**src/rtl/ysyx_25060170_ifu_pipe_pkg.sv**
```systemverilog
// Shared constants and FSM helper for the pipelined instruction fetch unit.
package ysyx_25060170_ifu_pipe_pkg;

   localparam int unsigned XLEN_DEFAULT     = 32;
   localparam logic [31:0] PC_RESET_DEFAULT = 32'h8000_0000;

   // Fetch FSM encodings
   localparam logic [1:0] ST_IDLE = 2'd0;   // may issue a request
   localparam logic [1:0] ST_WAIT = 2'd1;   // request accepted, response will be kept
   localparam logic [1:0] ST_DROP = 2'd2;   // request accepted, response will be discarded

   // Next fetch state from the current state and this cycle's handshake events.
   function automatic logic [1:0] fsm_next(
      input logic [1:0] st,
      input logic       accept,
      input logic       rsp,
      input logic       redirect
   );
      logic [1:0] n;
      n = ST_IDLE;
      case (st)
         ST_IDLE: begin
            if (accept) begin
               n = redirect ? ST_DROP : ST_WAIT;
            end else begin
               n = ST_IDLE;
            end
         end
         ST_WAIT: begin
            if (rsp) begin
               n = ST_IDLE;
            end else if (redirect) begin
               n = ST_DROP;
            end else begin
               n = ST_WAIT;
            end
         end
         ST_DROP: begin
            if (rsp) begin
               n = ST_IDLE;
            end else begin
               n = ST_DROP;
            end
         end
         default: n = ST_IDLE;
      endcase
      return n;
   endfunction

endpackage

```
**src/rtl/ysyx_25060170_ifu_fifo.sv**
```systemverilog
// Circular fetch queue holding {pc, inst} pairs. Flush wins over push/pop.
module ysyx_25060170_ifu_fifo #(
   parameter  int DEPTH = 4,
   parameter  int WIDTH = 64,
   localparam int AW    = $clog2(DEPTH),
   localparam int CW    = AW + 1
) (
   input  logic             clk,
   input  logic             rst,
   input  logic             push,
   input  logic             pop,
   input  logic             flush,
   input  logic [WIDTH-1:0] wdata,
   output logic             full,
   output logic             empty,
   output logic [CW-1:0]    count,
   output logic [WIDTH-1:0] head
);

   logic [WIDTH-1:0] r_mem [DEPTH];
   logic [AW-1:0]    r_wr;
   logic [AW-1:0]    r_rd;
   logic [CW-1:0]    r_count;

   // Pointer and occupancy tracking; pointers wrap naturally (DEPTH is a power of two)
   always_ff @(posedge clk or posedge rst) begin
      if (rst) begin
         r_wr    <= {AW{1'b0}};
         r_rd    <= {AW{1'b0}};
         r_count <= {CW{1'b0}};
      end else if (flush) begin
         r_wr    <= {AW{1'b0}};
         r_rd    <= {AW{1'b0}};
         r_count <= {CW{1'b0}};
      end else begin
         if (push) r_wr <= r_wr + AW'(1);
         if (pop)  r_rd <= r_rd + AW'(1);
         case ({push, pop})
            2'b10:   r_count <= r_count + CW'(1);
            2'b01:   r_count <= r_count - CW'(1);
            default: r_count <= r_count;
         endcase
      end
   end

   // Entry storage; data only, so no reset is needed
   always_ff @(posedge clk) begin
      if (push && !flush) r_mem[r_wr] <= wdata;
   end

   assign full  = (r_count == CW'(DEPTH));
   assign empty = (r_count == {CW{1'b0}});
   assign count = r_count;
   assign head  = empty ? {WIDTH{1'b0}} : r_mem[r_rd];

endmodule

```
**src/rtl/ysyx_25060170_ifu_pipe.sv**
```systemverilog
// Pipelined fetch unit: owns the fetch PC, issues one outstanding imem request,
// queues returned instructions and presents the queue head to ID.
module ysyx_25060170_ifu_pipe
   import ysyx_25060170_ifu_pipe_pkg::*;
#(
   parameter  int              XLEN     = 32,
   parameter  logic [XLEN-1:0] PC_RESET = XLEN'(PC_RESET_DEFAULT),
   parameter  int              FQ_DEPTH = 4,
   localparam int              CNT_W    = $clog2(FQ_DEPTH) + 1
) (
   input  logic             clk,
   input  logic             rst,
   input  logic             ie_pc_jump,
   input  logic [XLEN-1:0]  ie_pc_i,
   input  logic             ls_pc_jump,
   input  logic [XLEN-1:0]  ls_pc_i,
   input  logic             id_pc_jump,
   input  logic [XLEN-1:0]  id_pc_i,
   output logic             imem_req_valid,
   input  logic             imem_req_ready,
   output logic [XLEN-1:0]  imem_req_addr,
   input  logic             imem_rsp_valid,
   input  logic [XLEN-1:0]  imem_rsp_inst,
   output logic             if_valid,
   input  logic             id_ready,
   input  logic             id_stall,
   output logic [XLEN-1:0]  pc_o,
   output logic [XLEN-1:0]  inst_o,
   output logic [CNT_W-1:0] fq_count
);

   logic [1:0]        r_state;
   logic [XLEN-1:0]   r_fetch_pc;
   logic [XLEN-1:0]   r_req_pc;     // PC of the request currently outstanding

   logic              w_redirect;
   logic [XLEN-1:0]   w_target;
   logic              w_stall_eff;
   logic              w_accept;
   logic              w_push;
   logic              w_pop;
   logic              w_full;
   logic              w_empty;
   logic [2*XLEN-1:0] w_head;

   assign w_redirect  = ie_pc_jump | ls_pc_jump | id_pc_jump;
   // An EX or LSU redirect squashes whatever ID is stalling on
   assign w_stall_eff = id_stall & ~(ie_pc_jump | ls_pc_jump);

   // Redirect target with fixed priority ie > ls > id
   always_comb begin
      w_target = id_pc_i;
      if (ie_pc_jump) begin
         w_target = ie_pc_i;
      end else if (ls_pc_jump) begin
         w_target = ls_pc_i;
      end else begin
         w_target = id_pc_i;
      end
   end

   // Requests only go out when a queue slot is guaranteed, so a push never meets a full queue
   assign imem_req_valid = (r_state == ST_IDLE) & ~w_full & ~rst;
   assign imem_req_addr  = r_fetch_pc;
   assign w_accept       = imem_req_valid & imem_req_ready;
   assign w_push         = (r_state == ST_WAIT) & imem_rsp_valid & ~w_redirect;

   assign if_valid = ~w_empty & ~w_redirect;
   assign w_pop    = if_valid & id_ready & ~w_stall_eff;

   // Fetch state, fetch PC and the PC tag of the in-flight request
   always_ff @(posedge clk or posedge rst) begin
      if (rst) begin
         r_state    <= ST_IDLE;
         r_fetch_pc <= PC_RESET;
         r_req_pc   <= {XLEN{1'b0}};
      end else begin
         r_state <= fsm_next(r_state, w_accept, imem_rsp_valid, w_redirect);
         if (w_redirect) begin
            r_fetch_pc <= w_target;
         end else if (w_accept) begin
            r_fetch_pc <= r_fetch_pc + XLEN'(4);
         end
         if (w_accept) r_req_pc <= r_fetch_pc;
      end
   end

   ysyx_25060170_ifu_fifo #(
      .DEPTH (FQ_DEPTH),
      .WIDTH (2 * XLEN)
   ) u_fifo (
      .clk   (clk),
      .rst   (rst),
      .push  (w_push),
      .pop   (w_pop),
      .flush (w_redirect),
      .wdata ({r_req_pc, imem_rsp_inst}),
      .full  (w_full),
      .empty (w_empty),
      .count (fq_count),
      .head  (w_head)
   );

   assign pc_o   = w_head[2*XLEN-1:XLEN];
   assign inst_o = w_head[XLEN-1:0];

endmodule

```
**config.mk**
```make
export PLATFORM = sky130hd
export DESIGN_NAME = ysyx_25060170_ifu_pipe
export DESIGN_NICKNAME = d
export VERILOG_FILES = /design/src/rtl/ysyx_25060170_ifu_pipe_pkg.sv /design/src/rtl/ysyx_25060170_ifu_fifo.sv /design/src/rtl/ysyx_25060170_ifu_pipe.sv
export SDC_FILE = /design/constraint.sdc
export NUM_CORES = 1
export LEC_CHECK = 0
export ABC_AREA = 1
export BUFFER_PORTS_ARGS = -buffer_cell sky130_fd_sc_hd__buf_2
export CELL_PAD_IN_SITES_DETAIL_PLACEMENT = 0
export CELL_PAD_IN_SITES_GLOBAL_PLACEMENT = 1
export CORE_MARGIN = 2
export CORE_UTILIZATION = 49
export CTS_BUF_LIST = sky130_fd_sc_hd__clkbuf_4 sky130_fd_sc_hd__clkbuf_8
export DETAILED_ROUTE_END_ITERATION = 10
export PLACE_DENSITY = 0.9
export SYNTH_ARGS = -nofsm -noshare
export SYNTH_HDL_FRONTEND = slang
export SYNTH_SLANG_ARGS = --single-unit
```
**constraint.sdc**
```tcl
create_clock -name clk -period 8.6 [get_ports clk]
set_clock_uncertainty 0.05 [all_clocks]
set_input_delay 0.86 -clock clk [delete_from_list [all_inputs] [get_ports clk]]
set_output_delay 0.86 -clock clk [all_outputs]
set_load 0.005 [all_outputs]
```
Word level (Yosys, flattened, before mapping)
Memory sizes are Yosys's and may differ from the RTL's.
Index checks and enable logic that the tools add are counted.

storage, ports and cells
  register bits = 73
  bits in writable memories = 256
  input bits = 137
  output and inout port bits = 101
  logic and storage cells = 60
  memories kept = 1

cells by class
  $add $sub $neg = 5
  eq/ne operators = 5
  multiplexer cells = 18
  bitwise logic cells = 17
  reductions and logical operators = 8

memory list
  name          words  bits a word  rd ports  clocked after memory_dff  wr ports  line                          RTL
  u_fifo.r_mem  4      64           1         0                         1         ysyx_25060170_ifu_fifo.sv:20  logic [WIDTH-1:0] r_mem [DEPTH];

operators by type and width
  kind                                                  count
  two-way mux 32 bit                                    4
  two-way mux 64 bit                                    1
  adder 32 x 3 -> 32 bit (second input constant)        1
  two-way mux 2 bit                                     8
  AND 1 bit                                             9
  NOT 1 bit                                             6
  case mux 2 bit (3 select lines)                       1
  case mux 3 bit (2 select lines)                       1
  nonzero test 2 bit                                    3
  adder 2 x 1 -> 2 bit (second input constant)          2
  equality test 2 x 1 -> 1 bit (second input constant)  2
  equality test 2 bit (second input constant)           2
  adder 3 x 1 -> 3 bit (second input constant)          1
  equality test 3 bit (second input constant)           1
  zero test 3 bit                                       1
  two-way mux 3 bit                                     1
  nonzero test 3 bit                                    1
  subtractor 3 x 1 -> 3 bit (second input constant)     1
  zero test 2 bit                                       1
  two-way mux 1 bit                                     2
  bitwise OR 1 bit                                      2
  logical AND 1 bit                                     1
  zero test 1 bit                                       1

Longest topological paths before layout
  word-level depth = 9
  mapped depth = 13

By module
A second synthesis with hierarchy kept.

second synthesis, totals
  cell total of the unflattened synthesis = 1690
  area, all modules = 15372.2 sq um

modules (own cells, without submodules)
  module                  times used  cells an instance  area an instance (sq um)
  ysyx_25060170_ifu_fifo  1           1073               11128.2
  ysyx_25060170_ifu_pipe  1           617                4244.1

Worst setup path after synthesis
OpenSTA, ideal clock, no wires.

  path kind = input port to flip-flop
  from = in ls_pc_jump
  to = mem u_fifo.r_mem[0][0] (enable)
  library setup time = 486 ps
  arrival = 4311 ps
  setup slack = 3753 ps
  stages on the path = 7
  path through = buf_6 nor2_4 nand2_4 buf_4 nor2_1 inv_1 nor2_1

between the ends
  word-level cells in the longest chain between the ends = 7
  elaborated cells between the ends (all ways) = 8
  those cells by class = mux (2); bitwise (4); reduce/logical (2)

RTL lines
  what                                       line                          RTL
  start: declaration                         ysyx_25060170_ifu_pipe.sv:15  input logic ls_pc_jump,
  bitwise OR 1 bit * (2 in a row)            ysyx_25060170_ifu_pipe.sv:46  assign w_redirect = ie_pc_jump | ls_pc_jump | id_pc_jump;
  NOT 1 bit                                  ysyx_25060170_ifu_pipe.sv:66  assign w_push = (r_state == ST_WAIT) & imem_rsp_valid & ~w_redirect;
  AND 1 bit                                  ysyx_25060170_ifu_pipe.sv:66
  logical AND 1 bit *                        ysyx_25060170_ifu_fifo.sv:48  if (push && !flush) r_mem[r_wr] <= wdata;
  two-way mux 1 bit *                        ysyx_25060170_ifu_fifo.sv:48
  two-way mux 1 bit (implied by the code) *  ysyx_25060170_ifu_fifo.sv:48
  end: declaration                           ysyx_25060170_ifu_fifo.sv:20

Every way passes the cells marked *; elsewhere a longest branch is shown, timed or not.

Final worst setup path
  from = reg u_fifo.r_rd[0]
  to = out pc_o[23]

between the ends
  word-level cells in the longest chain between the ends = 2

RTL lines
  what                      line                          RTL
  start: declaration        ysyx_25060170_ifu_fifo.sv:22  logic [AW-1:0] r_rd;
  start signal: assignment  ysyx_25060170_ifu_fifo.sv:29  r_rd <= {AW{1'b0}};
  start signal: assignment  ysyx_25060170_ifu_fifo.sv:33  r_rd <= {AW{1'b0}};
  start signal: assignment  ysyx_25060170_ifu_fifo.sv:37  if (pop) r_rd <= r_rd + AW'(1);
  memory (4 x 64 bit)       --
  two-way mux 64 bit        ysyx_25060170_ifu_fifo.sv:54  assign head = empty ? {WIDTH{1'b0}} : r_mem[r_rd];
  end: declaration          ysyx_25060170_ifu_pipe.sv:27  output logic [XLEN-1:0] pc_o,

No other way between the ends.

==> results.json <==
{
  "status": "finished, final reports clean",
  "cts_tree": "done",
  "cp.required_ns": 7.69,
  "h-tree-depth": 2,
  "worstRegToRegCells": 13,
  "drt-wirelength-per-cell_um": 17.2,
  "drive_above_1_share_pct": 21.5,
  "cp_cell_sequence": "clkinv_2, buf_4, o21ai_0, a21oi_1, buf_2",
  "drt_pass1_iterations": 5,
  "yosys.area.top_type": "edfxtp_1",
  "synth.area.top_cells": "edfxtp_1, dfrtp_1, nor2_1",
  "hold_depth": 1,
  "r2r_start": "u_fifo.count[0]",
  "hold_viol": 0,
  "yosysWarnings": 0,
  "setup.worst_path.end_class": "output port",
  "design_area_sq_um": 17000,
  "power.density_nw_per_um2": 199,
  "die_h_um": 177,
  "yosys.area.top_type_share_pct": 52.7,
  "worst_pin_slew_ns": 0.982,
  "nets": 1811,
  "clockRootBuffer": "clkbuf_8",
  "syn_area_sq_um": 14600,
  "cp-start-kind": "register",
  "crit_path_top_delay_cell": "clkinv_2",
  "place_area_sq_um": 16000,
  "cts_inserted_buffers": 50,
  "synthTopCellsByCount": "nor2_1, edfxtp_1, nand2_1",
  "cp_data_arrival_time_ns": 3.33,
  "route.detailed.drc": 0,
  "slew_headroom_pct": 34.6,
  "power_mw": 3.38,
  "ys_ff_latch": 329,
  "r2r-end": "u_fifo.count[2]",
  "insertion_delay_ns": 0.56,
  "fp.coreArea_sq_um": 29500,
  "ant_nets": 0,
  "whs_endpoint": "u_fifo.r_mem[1][24]",
  "yosysMostFrequentCell": "nor2_1",
  "path_clk_slew_ns": 0.06,
  "grt_antenna_before_repair": 0,
  "yosysSeqAreaShare_pct": 65.2,
  "hold_ws_ns": 0.449,
  "grt_max_degree": 82,
  "netlist_instances": 1446,
  "drt_iter0_markers": 932,
  "grt_first_pass_wirelength_um": 57200,
  "fin_crit_sh_pct": 49.3,
  "vias": 11000,
  "clk_path_buf_depth": 3,
  "syn_nets": 1590,
  "final-setup-viol-count": 0,
  "synth_flop_cell": "edfxtp_1",
  "gp_congestion": 0.868,
  "min_path_type": "primary input to register",
  "clkSinkCount": 329,
  "grt_util_all_layers_pct": 23.3,
  "core.rowCount": 63,
  "viasPerCell": 5.24,
  "start_util_pct": 49.5,
  "fmax_mhz": 236,
  "drv_slew": 0,
  "rrSetupSlack_ns": 5.63,
  "min_period_ns": 4.24,
  "dpl.hpwl_um": 22900,
  "setup-tns-final_ns": 0,
  "hold_path_startpoint": "imem_rsp_inst[24]",
  "routed_wl_um": 36100,
  "max_stage_delay_ns": 0.81,
  "cp_max_fo": 71,
  "ir_worst_vdd_mv": 0.110,
  "synth_edf_count": 256,
  "ys_types": 38,
  "die_x_um": 177,
  "hold_buffers": 0,
  "diodes": 0,
  "die-area_sq_um": 31200,
  "area_delta_synth_final_pct": 16.5,
  "leakage_nw": 6.94,
  "avgSynthCellArea_sq_um": 10.1,
  "post_cts_buffers": 0,
  "io_pins": 238,
  "grt_overflow_total": 0,
  "cts_resized": 0,
  "rsz0062_at_grt": "false",
  "worstSetupPathType": "register to output port",
  "first_global_vias": 10800,
  "synthArstFlopShare_pct": 22.2,
  "cap_violations": 0,
  "port_buffers": 237
}
through the flow:
stage	instances	worst slack, ns	util, %
2_1_floorplan	1446	3.75	-
6_report	2098	4.36	57.6
3_3_place_gp	2005	4.92	54.3
5_1_grt	2098	4.03	57.6
3_5_place_dp	2005	4.91	54.3
4_1_cts	2098	4.29	57.6
cell usage in the layout, fill, tap and decap left out, types with 6 or more instances in the layout:
cell type | synthesis | layout
dfrtp_1 | 72 | 70
nand2_2 | 7 | 7
nor2_2 | 7 | 7
clkbuf_8 | 0 | 51
ha_1 | 6 | 6
clkbuf_4 | 0 | 11
o31ai_1 | 9 | 9
o211ai_1 | 9 | 9
clkinv_1 | 0 | 17
inv_1 | 74 | 71
nand2_1 | 203 | 203
edfxtp_1 | 256 | 256
o21ai_0 | 185 | 185
nor2_1 | 335 | 331
nor3_1 | 7 | 7
nor2_4 | 9 | 13
buf_4 | 3 | 11
a21oi_1 | 111 | 111
buf_2 | 37 | 237
nand3_1 | 45 | 44
clkinv_2 | 2 | 12
registers in the layout (all words and copies together), names as in the netlist:
name           flops
u_fifo.r_mem     256
imem_req_addr     32
r_req_pc          32
u_fifo.count       3
r_state            2
u_fifo.r_rd        2
u_fifo.r_wr        2
cells by family after synthesis:
family,count (synthesis),synth area share (%)
and+or+nand+nor,623,17.6
DFF,329,65.2
AOI/OAI and AO/OA,327,11.7
buffers and inverters,157,4.66
adders and majority gates,7,0.652
xor gates and xnor gates,3,0.180
how the worst max path moves through the flow:
stage                               from                 end  slack, ns
final                     u_fifo.r_rd[0]            pc_o[23]       4.36
after floorplan               ls_pc_jump  u_fifo.r_mem[0][0]       3.75
after detailed placement  u_fifo.r_rd[0]            pc_o[23]       4.91
after global routing      u_fifo.r_rd[0]            pc_o[27]       4.03
after global placement    u_fifo.r_rd[0]            pc_o[23]       4.92
after CTS                 u_fifo.r_rd[0]            pc_o[23]       4.29
report_power, final:
| part | internal [mW] | switching (mW) | leakage, nW |
|---|---|---|---|
| sequential | 1.81 | 0.0859 | 3.20 |
| clock | 0.667 | 0.589 | 0.520 |
| combinational | 0.0854 | 0.140 | 3.22 |
layer usage:
metal,track usage (%),vias up,wire (um)
met3,4.76,52,2640
met4,6.44,0,772
met5,0,-,0
li1,-,5378,-
met1,32.0,5143,15900
met2,38.0,417,16800
critical path, delay by kind of cell, from the launching register on:
| family | cells | cell delay, ns |
|---|---|---|
| buf+inv | 3 | 1.59 |
| flops | 1 | 0.77 |
| compound gates | 2 | 0.37 |
final cells by class:
type,instances,area [sq um]
Clock buffer,62,785
Sequential cell,329,9520
Tap cell,390,488
Clock inverter,31,204
Multi-Input combinational cell,960,4430
Fill cell,2584,12500
Timing Repair Buffer,248,1270
Inverter,78,297
Power figures use the tool's default switching activity.
